## src/rtl/arb_pkg.sv

```systemverilog
// Shared encodings for the round-robin decode arbiter: FSM state constants and release causes.
package arb_pkg;

    localparam logic ST_IDLE = 1'b0;
    localparam logic ST_BUSY = 1'b1;

    typedef enum logic [1:0] {
        REL_NONE    = 2'd0,
        REL_DONE    = 2'd1,
        REL_DROP    = 2'd2,
        REL_TIMEOUT = 2'd3
    } rel_cause_e;

endpackage

```

## src/rtl/rr_decode_arbiter_dec.sv

```systemverilog
// Index-to-one-hot decoder with enable; all-zero output when disabled.
module idx_onehot_dec #(
    parameter int N = 3
) (
    input  logic [N-1:0]      idx,
    input  logic              en,
    output logic [(1<<N)-1:0] onehot
);

    localparam int R = 1 << N;

    assign onehot = en ? (R'(1) << idx) : '0;

endmodule

```

## src/rtl/rr_decode_arbiter.sv

```systemverilog
// Round-robin arbiter for 2**N requesters with registered one-hot grant.
// Optional forced release after MAX_HOLD cycles is enabled by defining ARB_TIMEOUT_EN.
module rr_decode_arbiter
    import arb_pkg::*;
#(
    parameter int N        = 3,
    parameter int MAX_HOLD = 16
) (
    input  logic              clk,
    input  logic              reset,
    input  logic              enable,
    input  logic [(1<<N)-1:0] req,
    input  logic              done,
    output logic [(1<<N)-1:0] gnt,
    output logic [N-1:0]      gnt_idx,
    output logic              gnt_valid,
    output logic              timeout
);

    localparam int R = 1 << N;

    logic          state_q, state_d;
    logic [N-1:0]  ptr_q, ptr_d;
    logic [N-1:0]  gnt_idx_q, gnt_idx_d;
    logic          gnt_valid_q, gnt_valid_d;
    logic          timeout_q, timeout_d;
    logic [R-1:0]  gnt_q, gnt_d;
    logic          win_found;
    logic [N-1:0]  win_idx;
    logic [N-1:0]  cand;
    logic          hold_hit;
    rel_cause_e    cause;

    // Scan downward in offset so the smallest offset from ptr is the last (winning) assignment.
    always_comb begin
        win_found = 1'b0;
        win_idx   = '0;
        cand      = '0;
        for (int k = R - 1; k >= 0; k--) begin
            cand = ptr_q + N'(k);
            if (req[cand]) begin
                win_found = 1'b1;
                win_idx   = cand;
            end
        end
    end

`ifdef ARB_TIMEOUT_EN
    localparam int HW = $clog2(MAX_HOLD + 1);
    logic [HW-1:0] hold_q, hold_d;

    assign hold_hit = (hold_q == HW'(MAX_HOLD - 1));

    // Counter restarts on each grant and holds its value once the owner is released.
    always_comb begin
        hold_d = hold_q;
        if (state_q == ST_IDLE && enable && win_found) begin
            hold_d = '0;
        end else if (state_q == ST_BUSY && cause == REL_NONE) begin
            hold_d = hold_q + HW'(1);
        end
    end

    always_ff @(posedge clk) begin
        if (reset) hold_q <= '0;
        else       hold_q <= hold_d;
    end
`else
    assign hold_hit = 1'b0;
`endif

    // A done strobe or owner drop takes priority, so only a lone expiry reports a timeout.
    always_comb begin
        cause = REL_NONE;
        if (state_q == ST_BUSY) begin
            if (done)                  cause = REL_DONE;
            else if (!req[gnt_idx_q])  cause = REL_DROP;
            else if (hold_hit)         cause = REL_TIMEOUT;
        end
    end

    always_comb begin
        state_d     = state_q;
        ptr_d       = ptr_q;
        gnt_idx_d   = gnt_idx_q;
        gnt_valid_d = gnt_valid_q;
        timeout_d   = 1'b0;
        if (state_q == ST_IDLE) begin
            if (enable && win_found) begin
                state_d     = ST_BUSY;
                gnt_idx_d   = win_idx;
                gnt_valid_d = 1'b1;
            end else begin
                gnt_idx_d   = '0;
                gnt_valid_d = 1'b0;
            end
        end else if (cause != REL_NONE) begin
            state_d     = ST_IDLE;
            gnt_idx_d   = '0;
            gnt_valid_d = 1'b0;
            ptr_d       = gnt_idx_q + N'(1);
            timeout_d   = (cause == REL_TIMEOUT);
        end
    end

    idx_onehot_dec #(.N(N)) u_dec (
        .idx    (gnt_idx_d),
        .en     (gnt_valid_d),
        .onehot (gnt_d)
    );

    always_ff @(posedge clk) begin
        if (reset) begin
            state_q     <= ST_IDLE;
            ptr_q       <= '0;
            gnt_idx_q   <= '0;
            gnt_valid_q <= 1'b0;
            timeout_q   <= 1'b0;
            gnt_q       <= '0;
        end else begin
            state_q     <= state_d;
            ptr_q       <= ptr_d;
            gnt_idx_q   <= gnt_idx_d;
            gnt_valid_q <= gnt_valid_d;
            timeout_q   <= timeout_d;
            gnt_q       <= gnt_d;
        end
    end

    assign gnt       = gnt_q;
    assign gnt_idx   = gnt_idx_q;
    assign gnt_valid = gnt_valid_q;
    assign timeout   = timeout_q;

endmodule

```

## config.mk

```make
export PLATFORM = sky130hd
export DESIGN_NAME = rr_decode_arbiter
export DESIGN_NICKNAME = d
export VERILOG_FILES = /design/src/rtl/arb_pkg.sv /design/src/rtl/rr_decode_arbiter_dec.sv /design/src/rtl/rr_decode_arbiter.sv
export SDC_FILE = /design/constraint.sdc
export NUM_CORES = 1
export LEC_CHECK = 0
export BUFFER_PORTS_ARGS = -buffer_cell sky130_fd_sc_hd__buf_2
export CAP_MARGIN = 0
export CORE_ASPECT_RATIO = 0.75
export CORE_MARGIN = 5
export CORE_UTILIZATION = 59
export CTS_BUF_LIST = sky130_fd_sc_hd__clkbuf_8
export CTS_CLUSTER_DIAMETER = 120
export CTS_CLUSTER_SIZE = 12
export DETAILED_ROUTE_END_ITERATION = 8
export PLACE_DENSITY_LB_ADDON = 0.3
export SYNTH_ARGS = -nofsm -noshare
export SYNTH_HDL_FRONTEND = slang
export SYNTH_SLANG_ARGS = --single-unit
```

## constraint.sdc

```tcl
create_clock -name clk -period 4 [get_ports clk]
set_clock_uncertainty 0.05 [all_clocks]
set_input_delay 0.4 -clock clk [delete_from_list [all_inputs] [get_ports clk]]
set_output_delay 0.4 -clock clk [all_outputs]
set_load 0.005 [all_outputs]
```

# Word-level counts from Yosys, hierarchy flattened
# Index checks and enable logic that the tools add are counted.
# op_classes
mux	45
n_addsub	8
n_eq_ne	1
n_shift	1
bitwise_logic	3
n_reduce_logical	5
order_cmp	9
# ops
operator	count
< comparator 3 x 4 -> 1 bit (second input constant)	9
two-way mux 3 bit	11
binary-select mux 1 bit (select 3 bit)	9
two-way mux 1 bit	22
adder 3 bit (second input constant)	4
left shift 1 x 3 -> 8 bit (first input constant)	1
adder 3 x 1 -> 3 bit (second input constant)	2
adder 3 x 2 -> 3 bit (second input constant)	2
two-way mux 2 bit	3
inverter 1 bit	3
OR reduction 3 bit	1
equality test 2 bit (second input constant)	1
AND reduction 2 bit	1
nonzero test 2 bit	1
OR reduction 2 bit	1
logical AND 1 bit	1
# totals
input_bits	12
out_inout_bits	13
regBits	17

# Longest topological paths before layout
# Gate-level depths: netlist of run 1.
# logic_depth
depth_word	16
mapped_depth	13

# Modules after synthesis
# Synthesis of run 1 repeated with hierarchy kept, for this count alone.
# hier_totals
cells_unflattened	169
area_unflattened_um2	1604.0
# modules_own_cells
mod	cells_per_inst	seq_area_each_um2	area_each_um2	n_inst
rr_decode_arbiter	161	340.3	1508.9	1
idx_onehot_dec	8	0.0	95.1	1

# Least setup slack after synthesis of run 1
# No wires, ideal clock.
# synth_path
kind	reg2reg
start	register ptr_q[1]
end	register gnt_q[1] (netlist: gnt[1])
path_buffers	4
path_stages_with_launch	14
setup_slack_ps	536
arrival_time_ps	3317
path_cell_list	dfxtp_1 > buf_6 > clkbuf_1 > inv_1 > ha_1 > buf_2 > buf_2 > mux4_2 > mux2i_4 > nor3b_1 > or4b_1 > a31o_1 > a32oi_4 > nor4b_1
# synth_via
elab_chain_len	16
elab_cells_between_ends	47
cone_classes	add/sub (7); shift (1); mux (36); bitwise (1); reduce/logical (2)
# synth_lines
item	line_no	rtl
from (decl)	rr_decode_arbiter.sv:23	logic [N-1:0] ptr_q, ptr_d;
from (signal assigned)	rr_decode_arbiter.sv:122	ptr_q <= ptr_d;
adder 3 bit	rr_decode_arbiter.sv:40	cand = ptr_q + N'(k);
binary-select mux 1 bit (select 3 bit)	rr_decode_arbiter.sv:41	if (req[cand]) begin
two-way mux 1 bit (implied by the code)	rr_decode_arbiter.sv:41	
two-way mux 1 bit (8 in a row)	rr_decode_arbiter.sv:41	
logical AND 1 bit	rr_decode_arbiter.sv:89	if (enable && win_found) begin
two-way mux 1 bit	rr_decode_arbiter.sv:89	
two-way mux 1 bit	rr_decode_arbiter.sv:88	if (state_q == ST_IDLE) begin
inverter 1 bit (no line)	-	
OR reduction 2 bit (no line)	-	
to (signal assigned)	rr_decode_arbiter.sv:126	gnt_q <= gnt_d;
to (decl)	rr_decode_arbiter.sv:27	logic [R-1:0] gnt_q, gnt_d;
# Parallel ways exist; a longest one is shown, timed or not. The select of a mux whose other input is x is not followed.
# A chain may end at the register's enable or synchronous reset.

# Final worst setup path of run 1
# Ends and elaborated chain as after synthesis.

==> metrics.md, run 1 <==
| Metric | Value |
|---|---|
| Outcome | finished, final reports clean |
| Routed Antenna Nets | 0 |
| Commonest non-fill, non-tap cell in the layout | buf_2 |
| Max IR drop VDD | 0.220 mV |
| Number of I/O port buffers | 24 |
| Slew Viols, Final | 0 |
| Largest net degree at the start of global routing | 25 |
| Syn nets | 178 |
| Switching share of power | 35.4% |
| EDFF count, synth | 0 |
| DP HPWL | 3.07 mm |
| YS warnings | 0 |
| Row count | 16 |
| Footprint of the multi-input gates | 1160 um2 |
| Period utilisation layout | 86.4% |
| First-pass GRT wire length | 6.48 mm |
| Share of flip-flops with an asynchronous set or reset | 0% |
| Post-DP Area | 1710 um2 |
| PD cells | 313 nW/um2 |
| Most frequent cells in the layout | buf_2, nor2_1, dfxtp_1 |
| WL/cell | 18.4 um |
| Worst EP arrival | 3540 ps |
| R2r setup slk | 540 ps |
| Final WS setup | 544 ps |
| Post-CTS sizing | 0 |
| Worst-Margin Slew | 772 ps |
| CTS sink count | 17 |
| TNS Setup | 0 ps |
| Vias in the first global route | 1335 |
| Post-cts hold buffer count | 0 |
| Worst-path fanout max | 16 |
| Die ar. | 3850 um2 |
| Avg Inst Size Synth | 9.78 um2 |
| DR vias | 1446 |
| Max Root-Sink Buffers | 2 |
| Fin crit period | 3460 ps |
| Root Buffer | clkbuf_8 |
| Synth Flop Type | dfxtp_1 |
| Total wire length | 4.03 mm |
| Worst EP required | 4080 ps |
| Overall Global Routing Usage | 21.9% |
| Register area | 340 um2 |
| Finished Cell Area | 1760 um2 |
| Endpoints failing setup | 0 |
| Worst skew pair latency | 250 ps |
| Leading area contributor after synthesis | dfxtp_1 |
| Ant diodes | 0 |
| Core Box Area | 2600 um2 |
| Leak | 0.690 nW |
| Combinational group share of total power | 43.4% |
| Die span in x | 70.0 um |
| Seq cells post-synth | 17 |
| Initial antenna violation count | 0 |
| Layout net count | 199 |
| Maxcap violations | 0 |
| Post-Synthesis Cells | 163 |
| Clk pwr share | 22.2% |
| Register area share after synthesis | 21.4% |
| Final Hold Viols | 0 |
| Die height | 55.0 um |
| Largest cells by area after synthesis | dfxtp_1, mux4_2, mux2_2 |
| H-tree levels | 1 |
| Total power draw | 0.550 mW |
| Hold crit path type | in2reg |
| I/O pins | 25 |
| GR Overflow Total | 0 |
| Drt initial violations | 156 |
| Share of cells above drive strength 1 | 31.1% |
| Endpoint class of the critical path | register |
| CTS tree | done |
| Synth unique cells | 55 |
| Startpoint Class | register |
| Max_slew headroom | 48.1% |
| Synth top area share | 21.4% |
| Pre-CTS setup slack | 564 ps |
| FILL cells | 208 |
| Num CTS Buffers | 3 |
| Post-CTS Setup Inserts | 0 |
| Cell-internal power | 0.355 mW |
| Flop pwr share | 34.4% |
| Area growth from synthesis to layout | 10.1% |
| Sw power | 0.195 mW |
| Via density | 6.60 |
| DR pass1 iterations | 4 |
| Gpl congestion | 0.901 |
| DRC | 0 |
| Hold slack | 362 ps |
| Setup repair after global routing missed its margin | no |
| Initial Utilization | 61.3% |
| Critical path class | reg2reg |
| Reg clk slew, reported paths | 60 ps |
| Max frequency | 0.289 GHz |
| Post-Synthesis Cell Area | 1590 um2 |
-- sequential cells by signal, summed over array words and instances (netlist names) --
name	count
gnt_idx	3
state_q	1
timeout	1
gnt_valid	1
ptr_q	3
gnt	8
-- logic make-up after synthesis --
family / share of synthesized area, %
AOI/OAI and AO/OA: 19.9
xor gates and xnor gates: 2.20
adders and majority gates: 2.36
buffers and inverters: 5.89
DFF: 21.4
muxes: 31.0
other: 0.235
and+or+nand+nor: 17.1
-- synth_stat cells (all sizes together) (2+ instances only) --
| cell type | number |
|---|---|
| nor3b | 2 |
| xor2 | 2 |
| a21oi | 8 |
| ha | 3 |
| nor2 | 17 |
| mux2i | 12 |
| o211ai | 3 |
| buf | 8 |
| mux4 | 11 |
| nor4 | 2 |
| dfxtp | 17 |
| mux2 | 9 |
| xnor2 | 2 |
| nand2 | 8 |
| nor4b | 4 |
| a211o | 2 |
| nor3 | 8 |
| clkbuf | 2 |
| and4b | 2 |
| inv | 7 |
| or3 | 2 |
| a22oi | 2 |
| a32oi | 3 |
| a211oi | 2 |
| o21ai | 2 |
-- per-layer routing --
layer | GRT usage, % | share of wire (%) | routed length (um)
met5 | 0 | 0 | 0
met4 | 4.78 | 1.6 | 65
met3 | 4.15 | 9.2 | 370
met2 | 37.9 | 48 | 1930
met1 | 29.2 | 41 | 1660
-- per-stage QoR --
stage / cells / util [%]
6_report: 219 / 67.5
5_1_grt: 219 / 67.5
4_1_cts: 219 / 67.5
3_5_place_dp: 215 / 65.7
3_3_place_gp: 215 / 65.7
2_1_floorplan: 163 / -
-- worst paths after layout --
kind              start       end  cells after the start
max            ptr_q[1]    gnt[1]                      9
min               reset  ptr_q[0]                      2
max reg2reg    ptr_q[1]    gnt[1]                      9
min reg2reg  gnt_idx[0]  ptr_q[0]                      3
-- critical path, cell delays in order, from the launching register on --
cell and delay [ps]:
dfxtp_1 320, inv_1 100, ha_1 690, mux2_2 420, nor3_1 190, a211oi_1 120
or4b_1 540, a31o_1 230, a32oi_4 350, nor4b_1 320
-- area by class of cell --
class | count | share of cell area, %
repair buffers | 26 | 7.70
flip-flops and latches | 17 | 19.4
inverters | 8 | 1.71
well taps | 36 | 2.57
clock inverters | 1 | 0.214
multi-input cells | 128 | 66.1
clock buffers | 3 | 2.35
-- power groups by stage --
| stage | clock network, mW | logic (mW) | registers (mW) |
|---|---|---|---|
| finish | 0.122 | 0.239 | 0.189 |
| global route | 0.134 | 0.257 | 0.190 |
| CTS | 0.124 | 0.234 | 0.189 |
| detailed placement | 0 | 0.233 | 0.193 |
| global placement | 0 | 0.226 | 0.192 |
| floorplan | 0 | 0.188 | 0.188 |
(Power assumes the default switching activity.)
==> run 2: changes to the inputs <==
--- a/config.mk
+++ b/config.mk
@@ -7,14 +7,14 @@
 export LEC_CHECK = 0
 export BUFFER_PORTS_ARGS = -buffer_cell sky130_fd_sc_hd__buf_2
 export CAP_MARGIN = 0
-export CORE_ASPECT_RATIO = 0.75
+export CORE_ASPECT_RATIO = 0.5
 export CORE_MARGIN = 5
 export CORE_UTILIZATION = 59
 export CTS_BUF_LIST = sky130_fd_sc_hd__clkbuf_8
 export CTS_CLUSTER_DIAMETER = 120
 export CTS_CLUSTER_SIZE = 12
 export DETAILED_ROUTE_END_ITERATION = 8
-export PLACE_DENSITY_LB_ADDON = 0.3
+export PLACE_DENSITY = 0.94
 export SYNTH_ARGS = -nofsm -noshare
 export SYNTH_HDL_FRONTEND = slang
 export SYNTH_SLANG_ARGS = --single-unit
==> run 2 against run 1 <==
Register-to-register slack lost 30 ps; die area increased by 1.4%; critical endpoint is now gnt[3]; clock power up 9.8%; clock-buffer cell count did not move; final cell count is 0.46% higher; largest cell class unchanged.
==> metrics.md, run 2 (same netlist as run 1, synthesis figures left out) <==
| Metric | Value |
|---|---|
| Routed Antenna Nets | 0 |
| Startpoint Class | register |
| Max Root-Sink Buffers | 2 |
| FILL cells | 177 |
| Endpoint class of the critical path | register |
| Worst-Margin Slew | 791 ps |
| Worst skew pair latency | 260 ps |
| TNS Setup | 0 ps |
| Max incr delay on CP | 690 ps |
| Via density | 6.85 |
| Worst-path fanout max | 16 |
| Total power draw | 0.567 mW |
| Worst EP required | 4080 ps |
| CP top delay family | compound AO/OA/AOI/OAI gates |
| Commonest non-fill, non-tap cell in the layout | buf_2 |
| Pre-CTS setup slack | 621 ps |
| I/O pins | 25 |
| Drt initial violations | 248 |
| Period utilisation layout | 87.1% |
| PD cells | 322 nW/um2 |
| Die height | 46.8 um |
| Die ar. | 3900 um2 |
| Post-CTS Setup Inserts | 0 |
| Max frequency | 0.287 GHz |
| Leak | 0.684 nW |
| Critical path class | reg2reg |
| CTS tree | done |
| First-pass GRT wire length | 6.77 mm |
| Outcome | finished, final reports clean |
| Reg clk slew, reported paths | 70 ps |
| Max IR drop VDD | 0.264 mV |
| CTS sink count | 17 |
| Gpl congestion | 1.04 |
| Final WS setup | 515 ps |
| Ant diodes | 0 |
| DR vias | 1508 |
| Fin crit period | 3490 ps |
| Final core utilization | 68.1% |
| Hold slack | 360 ps |
| Layout net count | 199 |
| Area growth from synthesis to layout | 10.4% |
| Initial Utilization | 61.6% |
| Hold crit path type | in2reg |
| Max_slew headroom | 47.2% |
| Endpoints failing setup | 0 |
| H-tree levels | 1 |
| Core Box Area | 2590 um2 |
| Vias in the first global route | 1363 |
| Most frequent cells in the layout | buf_2, nor2_1, dfxtp_1 |
| Die span in x | 83.5 um |
| Maxcap violations | 0 |
| GR Overflow Total | 0 |
| DP HPWL | 3.10 mm |
| Largest net degree at the start of global routing | 25 |
| Crit path cell chain | inv_1 > ha_1 > mux2_2 > nor3_1 > a211o_1 > nand2_1 > o311a_1 > a32o_1 > nor4_1 |
| Post-cts hold buffer count | 0 |
| Root Buffer | clkbuf_8 |
| Setup repair after global routing missed its margin | no |
| WL/cell | 19.4 um |
| Number of flip-flops in the largest register | 8 |
| Slowest stage cell, crit path | ha_1 |
| Row count | 13 |
| Slew Viols, Final | 0 |
| DR pass1 iterations | 5 |
| Total wire length | 4.27 mm |
| DRC | 0 |
| Number of I/O port buffers | 24 |
| Share of cells above drive strength 1 | 31.7% |
| Crit path buf inv count | 1 |
| Overall Global Routing Usage | 22.5% |
| Initial antenna violation count | 0 |
| Worst EP arrival | 3570 ps |
| Num CTS Buffers | 3 |
| Final Hold Viols | 0 |
| Post-CTS sizing | 0 |
[run 2: cell count changes in the layout (fill, tap and decap cells not counted)]
cell        change
clkinvlp_4      +1
inv_1           -1
[run 2: layer usage]
layer | vias to the layer above | GRT usage (%) | part of all wire, %
li1 | 678 | - | -
met2 | 105 | 40.3 | 48
met4 | 0 | 7.69 | 1.7
met3 | 12 | 5.60 | 10
met1 | 713 | 27.8 | 40
met5 | - | 0 | 0
[run 2: final timing paths]
check                           cells past startpoint  slack [ps]  endpoint        from
worst max-delay path                                9         510    gnt[3]    ptr_q[0]
worst min-delay path                                2         360  ptr_q[2]       reset
worst max register to register                      9         510    gnt[3]    ptr_q[0]
worst min register to register                      3         630  ptr_q[0]  gnt_idx[0]
[run 2: area by class of cell]
type	count	area, um2	share of cell area [%]
well taps	37	46.3	2.63
flip-flops and latches	17	340	19.3
inverters	8	30.0	1.71
multi-input cells	128	1160	65.9
clock inverters	1	7.51	0.426
clock buffers	3	41.3	2.35
repair buffers	26	135	7.68
[run 2: through the flow]
step	cells	cell area [um2]
2_1_floorplan	163	1590
3_3_place_gp	216	1710
3_5_place_dp	216	1710
4_1_cts	220	1760
5_1_grt	220	1760
6_report	220	1760
[run 2: power by group]
group	switching (mW)	internal, mW
Sequential	0.0116	0.178
Clock	0.0636	0.0702
Combinational	0.134	0.110
Total	0.209	0.357
==> run 3: changes to the inputs <==
--- a/config.mk
+++ b/config.mk
@@ -7,7 +7,6 @@
 export LEC_CHECK = 0
 export BUFFER_PORTS_ARGS = -buffer_cell sky130_fd_sc_hd__buf_2
 export CAP_MARGIN = 0
-export CORE_ASPECT_RATIO = 0.5
 export CORE_MARGIN = 5
 export CORE_UTILIZATION = 59
 export CTS_BUF_LIST = sky130_fd_sc_hd__clkbuf_8
==> run 3 against run 2 <==
Power fell by 1.6%; hold slack gained 7.3 ps; wire length is 1.6% lower; register-to-register slack worse by 230 ps; sequential cell count unchanged; clock-buffer cell count unchanged; final cell count fell by 3.2%.
==> metrics.md, run 3 (same netlist as run 1, synthesis figures left out) <==
| Metric | Value |
|---|---|
| Worst r2r dst | gnt[1] |
| Worst EP arrival | 3770 ps |
| Critical path class | reg2reg |
| Reg clk slew, reported paths | 60 ps |
| Number of flip-flops in the largest register | 8 |
| Area growth from synthesis to layout | 9.73% |
| Endpoint class of the critical path | register |
| Final WS setup | 280 ps |
| Number of I/O port buffers | 24 |
| Hold path start | reset |
| Max frequency | 0.269 GHz |
| TNS Setup | 0 ps |
| DP HPWL | 3.04 mm |
| Initial antenna violation count | 0 |
| R2r setup slk | 280 ps |
| I/O pins | 25 |
| GR Overflow Total | 0 |
| Die ar. | 3840 um2 |
| Post-CTS Setup Inserts | 0 |
| Fin crit period | 3720 ps |
| Setup repair after global routing missed its margin | no |
| DR vias | 1530 |
| Drt initial violations | 77 |
| Total power draw | 0.558 mW |
| First-pass GRT wire length | 6.65 mm |
| Leak | 0.688 nW |
| Hold path endpoint | ptr_q[1] |
| Worst R2R Path Depth | 9 |
| Max Root-Sink Buffers | 2 |
| Hold crit path type | in2reg |
| Total wire length | 4.20 mm |
| Max IR drop VDD | 0.370 mV |
| Startpoint Class | register |
| Worst EP required | 4050 ps |
| Final Hold Viols | 0 |
| Period utilisation layout | 93.0% |
| Layout net count | 199 |
| DRC | 0 |
| Vias in the first global route | 1417 |
| Largest net degree at the start of global routing | 25 |
| Die height | 62.0 um |
| H-tree levels | 1 |
| Max_slew headroom | 50.7% |
| Post-CTS sizing | 0 |
| WL/cell | 19.7 um |
| Gpl congestion | 0.819 |
| Worst skew pair latency | 250 ps |
| Share of cells above drive strength 1 | 31.7% |
| DR pass1 iterations | 5 |
| Overall Global Routing Usage | 23.6% |
| Core Box Area | 2520 um2 |
| PD cells | 319 nW/um2 |
| Worst r2r src | ptr_q[1] |
| Die span in x | 62.0 um |
| Routed Antenna Nets | 0 |
| Root Buffer | clkbuf_8 |
| Num CTS Buffers | 3 |
| Post-cts hold buffer count | 0 |
| Endpoints failing setup | 0 |
| Maxcap violations | 0 |
| CTS sink count | 17 |
| Ant diodes | 0 |
| Hold path cells | 2 |
| Commonest non-fill, non-tap cell in the layout | buf_2 |
| Outcome | finished, final reports clean |
| Slew Viols, Final | 0 |
| Worst-Margin Slew | 734 ps |
| Pre-CTS setup slack | 543 ps |
| Via density | 7.18 |
| CTS tree | done |
| Worst-path fanout max | 16 |
| Initial Utilization | 63.2% |
| Row count | 18 |
| Most frequent cells in the layout | buf_2, nor2_1, dfxtp_1 |
==> run 3: changes by cell type in the layout (fill, tap and decap cells not counted) <==
cell	delta
clkinv_2	+1
clkinvlp_4	-1
==> run 3: through the flow <==
step	instance area [um2]	hold slack, ps	utilization [%]	cells
CTS	1750	359	69.3	213
finish	1750	367	69.3	213
detailed placement	1700	616	67.5	209
global placement	1700	593	67.5	209
floorplan	1590	557	-	163
global route	1750	376	69.3	213
==> run 3: cell type report <==
cell class                 count  area (um2)
sequential                    17         340
clock inverter                 1        5.00
inverter                       8        30.0
multi-input combinational    128        1160
timing repair buffer          26         135
tap                           30        37.5
clock buffer                   3        41.3
fill                         184         773
==> run 3: worst max path at each step <==
stage | endpoint | startpoint | cells after the start
2_1_floorplan | gnt[1] | ptr_q[1] | 13
3_3_place_gp | gnt[1] | ptr_q[1] | 9
3_5_place_dp | gnt[1] | ptr_q[1] | 9
4_1_cts | gnt[1] | ptr_q[1] | 9
5_1_grt | gnt[1] | ptr_q[0] | 9
6_report | gnt[1] | ptr_q[1] | 9
==> run 3: worst max-delay path, stage by stage (launching register included) <==
cell	delay [ps]
dfxtp_1	330
inv_1	90
ha_1	700
mux2_2	440
nor3_1	200
a211oi_1	130
or4b_1	560
a31o_1	230
a32oi_4	380
nor4b_1	460
==> run 3: per-layer routing <==
metal / track usage (%) / vias to the layer above / part of all wire, % / wire [um]
met5: 0 / - / 0 / 0
met2: 37.7 / 92 / 47 / 1970
met3: 4.34 / 25 / 7.3 / 306
met1: 29.0 / 736 / 40 / 1690
met4: 15.5 / 0 / 5.5 / 229
li1: - / 677 / - / -
==> run 3: power breakdown <==
part           switching [mW]  internal [mW]  total, mW
sequential             0.0108          0.178      0.188
clock                  0.0569         0.0691      0.126
combinational           0.134          0.110      0.244
total                   0.202          0.356      0.558
